==> config.mk <==
export PLATFORM = sky130hd
export DESIGN_NAME = tug_round_ctrl
export DESIGN_NICKNAME = d
export VERILOG_FILES = /design/src/rtl/tug_pkg.sv /design/src/rtl/tug_hold_timer.sv /design/src/rtl/tug_round_ctrl.sv
export SDC_FILE = /design/constraint.sdc
export NUM_CORES = 1
export LEC_CHECK = 0
export CAP_MARGIN = 20
export CORE_AREA = 5 5 42 44
export CTS_BUF_LIST = sky130_fd_sc_hd__clkbuf_4
export DETAILED_ROUTE_END_ITERATION = 10
export DIE_AREA = 0 0 47 49
export GPL_TIMING_DRIVEN = 0
export SLEW_MARGIN = 10
export SYNTH_ARGS = -nofsm -noshare
export SYNTH_HDL_FRONTEND = slang
export SYNTH_SLANG_ARGS = --single-unit
==> constraint.sdc <==
create_clock -name Clock -period 2.3 [get_ports Clock]
set_input_delay 0.575 -clock Clock [delete_from_list [all_inputs] [get_ports Clock]]
set_output_delay 0.575 -clock Clock [all_outputs]
set_load 0.01 [all_outputs]
==> src/rtl/tug_pkg.sv <==
// Shared tug-of-war definitions: round state encoding, default playfield width, centre helper.
// Used by the round controller and the per-player score stage.
package tug_pkg;

  typedef enum logic {
    PLAY = 1'b0,
    HOLD = 1'b1
  } tug_state_t;

  localparam int TUG_N_LIGHTS = 9;

  function automatic int tug_centre(input int n_lights);
    return n_lights / 2;
  endfunction

endpackage

==> src/rtl/tug_hold_timer.sv <==
// Round-over down-counter (only built with TUG_AUTO_RESTART_EN); done is high while the count is 0.
// start loads HOLD_CYCLES-1 so done lands on the last HOLD cycle; no backpressure.
module tug_hold_timer #(
  parameter int HOLD_CYCLES = 4
) (
  input  logic clk,
  input  logic rst,
  input  logic start,
  output logic done
);

  localparam int CNT_W = $clog2(HOLD_CYCLES + 1);
  localparam logic [CNT_W-1:0] LOAD = CNT_W'(HOLD_CYCLES - 1);

  logic [CNT_W-1:0] count;

  always_ff @(posedge clk) begin
    if (rst) begin
      count <= '0;
    end else if (start) begin
      count <= LOAD;
    end else if (count != '0) begin
      count <= count - 1'b1;
    end
  end

  assign done = (count == '0);

endmodule

==> src/rtl/tug_round_ctrl.sv <==
// Tug-of-war round controller: press pulses move a one-hot light, registered one-cycle win pulses, HOLD then recentre.
// Press-to-LED and press-to-win latency 1 cycle; HOLD exit by timer with TUG_AUTO_RESTART_EN, else by any press.
module tug_round_ctrl
  import tug_pkg::*;
#(
  parameter int N_LIGHTS    = TUG_N_LIGHTS,
  parameter int HOLD_CYCLES = 4
) (
  input  logic                Clock,
  input  logic                Reset,
  input  logic                press_l,
  input  logic                press_r,
  output logic [N_LIGHTS-1:0] leds,
  output logic                win_l,
  output logic                win_r,
  output logic                round_active
);

  localparam int POS_W = $clog2(N_LIGHTS);
  localparam logic [POS_W-1:0] CENTRE   = POS_W'(tug_centre(N_LIGHTS));
  localparam logic [POS_W-1:0] LEFT_END = POS_W'(N_LIGHTS - 1);
  localparam logic [POS_W-1:0] RIGHT_END = '0;

  if ((N_LIGHTS < 3) || ((N_LIGHTS % 2) == 0)) begin : g_bad_n_lights
    $error("tug_round_ctrl: N_LIGHTS must be odd and at least 3");
  end
  if (HOLD_CYCLES < 1) begin : g_bad_hold_cycles
    $error("tug_round_ctrl: HOLD_CYCLES must be at least 1");
  end

  tug_state_t       state, state_n;
  logic [POS_W-1:0] pos, pos_n;
  logic             win_l_n, win_r_n;
  logic             move_l, move_r;

  // Simultaneous presses cancel, so only a lone press counts as a pull.
  assign move_l = press_l & ~press_r;
  assign move_r = press_r & ~press_l;

`ifdef TUG_AUTO_RESTART_EN
  logic hold_start;
  logic hold_done;

  tug_hold_timer #(
    .HOLD_CYCLES(HOLD_CYCLES)
  ) u_hold_timer (
    .clk   (Clock),
    .rst   (Reset),
    .start (hold_start),
    .done  (hold_done)
  );
`endif

  always_ff @(posedge Clock) begin
    if (Reset) begin
      state <= PLAY;
      pos   <= CENTRE;
      win_l <= 1'b0;
      win_r <= 1'b0;
    end else begin
      state <= state_n;
      pos   <= pos_n;
      win_l <= win_l_n;
      win_r <= win_r_n;
    end
  end

  always_comb begin
    state_n = state;
    pos_n   = pos;
    win_l_n = 1'b0;
    win_r_n = 1'b0;
`ifdef TUG_AUTO_RESTART_EN
    hold_start = 1'b0;
`endif
    case (state)
      PLAY: begin
        if (move_l) begin
          if (pos == LEFT_END) begin
            state_n = HOLD;
            win_l_n = 1'b1;
`ifdef TUG_AUTO_RESTART_EN
            hold_start = 1'b1;
`endif
          end else begin
            pos_n = pos + 1'b1;
          end
        end else if (move_r) begin
          if (pos == RIGHT_END) begin
            state_n = HOLD;
            win_r_n = 1'b1;
`ifdef TUG_AUTO_RESTART_EN
            hold_start = 1'b1;
`endif
          end else begin
            pos_n = pos - 1'b1;
          end
        end
      end
      HOLD: begin
        // The light stays on the winning end; the exit press itself never moves it.
`ifdef TUG_AUTO_RESTART_EN
        if (hold_done) begin
          state_n = PLAY;
          pos_n   = CENTRE;
        end
`else
        if (press_l || press_r) begin
          state_n = PLAY;
          pos_n   = CENTRE;
        end
`endif
      end
      default: begin
        state_n = PLAY;
        pos_n   = CENTRE;
      end
    endcase
  end

  assign leds         = {{(N_LIGHTS-1){1'b0}}, 1'b1} << pos;
  assign round_active = (state == PLAY);

endmodule

======== Yosys cells after proc, flatten, opt, wreduce, memory -nomap -nowiden ========
Cells that the tools add are included.
word-level totals
  bits in writable memories ............... 0
  output and inout bits ................... 12
  memories ................................ 0
  ROM bits ................................ 0
  latch bits .............................. 0
  logic and storage cells ................. 35
  flip-flop bits (word level) ............. 7
cells by class
  reductions and logical operators ........ 5
  mux-type cells .......................... 12
  $mul .................................... 0
  shift operators ......................... 1
  bitwise logic cells ..................... 6
  equality and inequality tests ........... 5
  add/subtract/negate cells ............... 2
  div/mod/pow operators ................... 0
  $lt $le $gt $ge ......................... 0
operators by type and width
  operator               number
  $mux W4                5
  $shl A1 B4 Y9 const A  1
  $pmux W4 S2            1
  $ne A3 B3 Y1 const B   2
  $reduce_or A3 Y1       2
  $mux W1                5
  $add A4 B1 Y4 const B  1
  $eq A4 B4 Y1 const B   1
  $logic_not A4 Y1       1
  $not A1 Y1             4
  $reduce_and A4 Y1      1
  $sub A4 B1 Y4 const B  1
  $ne A3 B1 Y1 const B   1
  $and A1 B1 Y1          2
  $ne A2 B1 Y1 const B   1
  $pmux W1 S2            1
  $logic_or A1 B1 Y1     1

======== Logic depth before layout (Yosys ltp) ========
  depth in word-level cells ............... 5
  mapped depth ............................ 8

======== Least setup slack after synthesis ========
Ideal clock, no wire load.
  path type ............................... in2reg
  start ................................... input press_r
  end ..................................... register pos[3]
  path buffers ............................ 0
  cell stages on the path ................. 8
  setup time .............................. 0.074 ns
  arrival time ............................ 1.959 ns
  path slack .............................. 0.266 ns
  path through ............................ and2b_1 -> inv_1 -> ha_1 -> a31oi_1 -> nor2_1 -> a21oi_1 -> or4_1 -> a31oi_1
on the way
  word-level cells in the longest chain between the ends .. 4
RTL lines
  item                                                        RTL line              RTL
  start: declaration                                          tug_round_ctrl.sv:12  input logic press_r,
  $not A1 Y1                                                  tug_round_ctrl.sv:37  assign move_l = press_l & ~press_r;
  $and A1 B1 Y1                                               tug_round_ctrl.sv:37
  $ne A3 B3 Y1 (no line) (tied with other cells)              --
  $reduce_and A4 Y1 (no line) or $pmux W4 S2 (tied branches)  --
  end signal: assignment                                      tug_round_ctrl.sv:62  pos <= pos_n;
  end: declaration                                            tug_round_ctrl.sv:32  logic [POS_W-1:0] pos, pos_n;
Parallel ways exist; a longest one is shown, timed or not.
A chain may end at the register's enable or synchronous reset.

======== Final worst setup path ========
  start ................................... register pos[1]
  end ..................................... output leds[2]
on the way
  word-level cells in the longest chain between the ends .. 1
RTL lines
  item              RTL line               RTL
  $shl A1 B4 Y9     tug_round_ctrl.sv:121  assign leds = {{(N_LIGHTS-1){1'b0}}, 1'b1} << pos;
  end: declaration  tug_round_ctrl.sv:13   output logic [N_LIGHTS-1:0] leds,
No other way between the ends.

==> results.json <==
{
  "core-area_um2": 1400,
  "grt_pass1_vias": 413,
  "crit_buf_inv": 2,
  "cts_buffers": 3,
  "hold_viol": 0,
  "cp_top_family": "buffers and inverters",
  "yosysUniqueCellTypes": 22,
  "timing.setup.tns_ns": 0,
  "cp.arrival_ns": 1.63,
  "ir_worst_vdd_mv": 0.479,
  "synth_ff_type": "dfxtp_1",
  "antennaDiodeCount": 0,
  "powerDensity_nw_per_um2": 783,
  "synth_warnings": 0,
  "path_max_fanout": 10,
  "fmax_ghz": 0.453,
  "clkLatencyLatePin_ns": 0.27,
  "area_growth_pct": 51.8,
  "io_buffers": 14,
  "netlist_area_um2": 464,
  "layout.cells.non_filler": 98,
  "seq_area_frac_synth_pct": 30.2,
  "ios": 16,
  "worst_pin_slew_ns": 0.353,
  "drc": 0,
  "ant_nets": 0,
  "hp-class": "flip-flop to flip-flop",
  "grt_pass1_wl_um": 1950,
  "required_ns": 1.73,
  "place_inst": 92,
  "track_usage_pct": 11.6,
  "cp-end-kind": "primary output",
  "cts_root_buf": "clkbuf_4",
  "crit_chain": "clkbuf_4 > nand2b_1 > nor3_1 > clkdlybuf4s50_1",
  "synth_edf_count": 0,
  "drt_iter0_markers": 3,
  "drv_cap": 0,
  "start_util_pct": 33.1,
  "critPathMaxStageDelay_ns": 0.56,
  "cts_max_level": 1,
  "min_period_over_period_pct": 95.9,
  "grt_max_degree": 11,
  "hold_ws_ns": 0.610,
  "cts_tree": "yes",
  "slew_headroom_pct": 76.5,
  "viasPerCell": 5.16,
  "synth-seq-cells": 7,
  "via_count": 506,
  "holdPathStages": 1,
  "start_kind": "flip-flop",
  "setup_viol": 0,
  "ys_async_sr_fraction_pct": 0,
  "r2r-start": "pos[0]",
  "critPathKind": "flip-flop to primary output",
  "overflow": 0,
  "syn_nets": 68,
  "wl_um": 1220,
  "p_leak_nw": 0.307,
  "place_congestion": 0.711,
  "timing.hold.worst_endpoint": "win_r",
  "die_w_um": 47,
  "antenna_found_initial": 0,
  "hp-start": "state",
  "drive_gt1_share_pct": 18.3,
  "drt_pre_antenna_iters": 3,
  "row_count": 14,
  "cts_sinks": 7,
  "netlist_instances": 62,
  "fin_crit_ns": 2.21,
  "wire_per_inst_um": 12.4,
  "clkTransAtPathRegs_ns": 0.07,
  "worstReg2RegEnd": "pos[3]",
  "cts.path.max_buffers": 2,
  "r2r_slack_ns": 0.48,
  "r2r_cells": 7,
  "status": "complete, no violations",
  "dp_hpwl_um": 882,
  "nFillCells": 148,
  "fin_skew_ns": 0.00955,
  "finalMaxSlewViolations": 0,
  "final_net_count": 89,
  "die_h_um": 49,
  "dieArea_um2": 2300,
  "synth_area_per_cell_um2": 7.49,
  "slowest_stage": "clkdlybuf4s50_1"
}
## placed cells by master (no fill, tap or decap), types with 2 or more instances in the layout
cell type / synthesis / final
a21oi_1: 5 / 5
a31oi_1: 3 / 3
buf_4: 0 / 2
clkbuf_4: 0 / 5
clkdlybuf4s50_1: 0 / 7
dfxtp_1: 7 / 7
dlygate4sd2_1: 0 / 4
dlymetal6s2s_1: 0 / 3
ha_1: 2 / 2
inv_1: 2 / 2
nand2_1: 5 / 5
nand2b_1: 4 / 3
nor2_1: 7 / 7
nor3_1: 6 / 5
nor4b_1: 2 / 2
o21ai_0: 2 / 2
xnor2_1: 3 / 3
## per-layer routing
layer | part of all wire [%] | up-vias | wire length, µm | track usage [%]
li1 | - | 266 | - | -
met2 | 46 | 14 | 563 | 17.6
met3 | 9.9 | 2 | 121 | 5.90
met4 | 0.41 | 0 | 5 | 2.76
met5 | 0 | - | 0 | 0
met1 | 43 | 224 | 527 | 14.1
## worst max path at each step
stage	start	endpoint	slack, ns	cells past startpoint
6_report	pos[1]	leds[2]	0.09	4
3_3_place_gp	press_l	pos[3]	-0.47	9
3_5_place_dp	press_l	pos[3]	-0.50	9
5_1_grt	press_l	pos[3]	-0.003	9
4_1_cts	pos[0]	leds[8]	0.004	4
2_1_floorplan	press_r	pos[3]	0.27	8
## worst register-to-register path, cell delays in order (launching register included)
cell	delay (ns)
dfxtp_1	0.33
clkbuf_4	0.23
nor3_4	0.06
buf_4	0.15
a22oi_2	0.15
o22ai_2	0.16
or4_1	0.49
a31oi_1	0.17
## state kept, by name, summed over array words and instances, names as in the netlist
signal,flops
win_l,1
state,1
pos,4
win_r,1
## timing repair
action                                  in CTS  in global routing
resized for setup                           12                  6
setup buffers                                1                  1
pin swaps                                    1                  1
hold buffers                                 0                  0
endpoints found under the setup margin       9                  7
## where the power goes
group | total (W) | internal, W | switching, W | leakage, nW
clock network | 0.000121 | 0.0000641 | 0.0000571 | 0.0177
registers | 0.000166 | 0.000140 | 0.0000259 | 0.0573
logic | 0.000265 | 0.000131 | 0.000133 | 0.232
total | 0.000552 | 0.000335 | 0.000216 | 0.307
## logic make-up after synthesis
kind of cell             share of synthesized area [%]
AO/OA/AOI/OAI                                     18.9
XOR/XNOR                                          5.66
adder cells (fa/ha/maj)                           5.39
buffers and inverters                             4.85
flip-flops                                        30.2
AND/OR/NAND/NOR                                   35.0
## per-stage QoR
stage	worst slack (ns)	power, W	util, %	cell area [µm²]
2_1_floorplan	0.266	0.000317	-	464
3_3_place_gp	-0.470	0.000405	44.6	624
3_5_place_dp	-0.502	0.000410	44.6	624
4_1_cts	0.00364	0.000550	48.5	679
5_1_grt	-0.00278	0.000601	50.3	704
6_report	0.0935	0.000552	50.3	704
## synth_stat cells (2+ instances only)
cell type / instances / area [µm²]
a21oi_1: 5 / 25.0
a31oi_1: 3 / 18.8
clkbuf_1: 4 / 15.0
dfxtp_1: 7 / 140
ha_1: 2 / 25.0
inv_1: 2 / 7.51
nand2_1: 5 / 18.8
nand2b_1: 4 / 25.0
nor2_1: 7 / 26.3
nor3_1: 6 / 30.0
nor4_1: 2 / 12.5
nor4b_1: 2 / 17.5
o21ai_0: 2 / 10.0
xnor2_1: 3 / 26.3
## layout make-up
| cell class | count | area [µm²] | share of cell area, % |
|---|---|---|---|
| Timing Repair Buffer | 16 | 158 | 22.4 |
| Inverter | 2 | 7.51 | 1.07 |
| Clock buffer | 3 | 22.5 | 3.20 |
| Clock inverter | 1 | 5.00 | 0.710 |
| Sequential cell | 7 | 140 | 19.9 |
| Multi-Input combinational cell | 49 | 328 | 46.5 |
| Tap cell | 16 | 20.0 | 2.84 |
| Buffer | 4 | 23.8 | 3.37 |
Note: power is estimated with default switching activity, not from simulation.
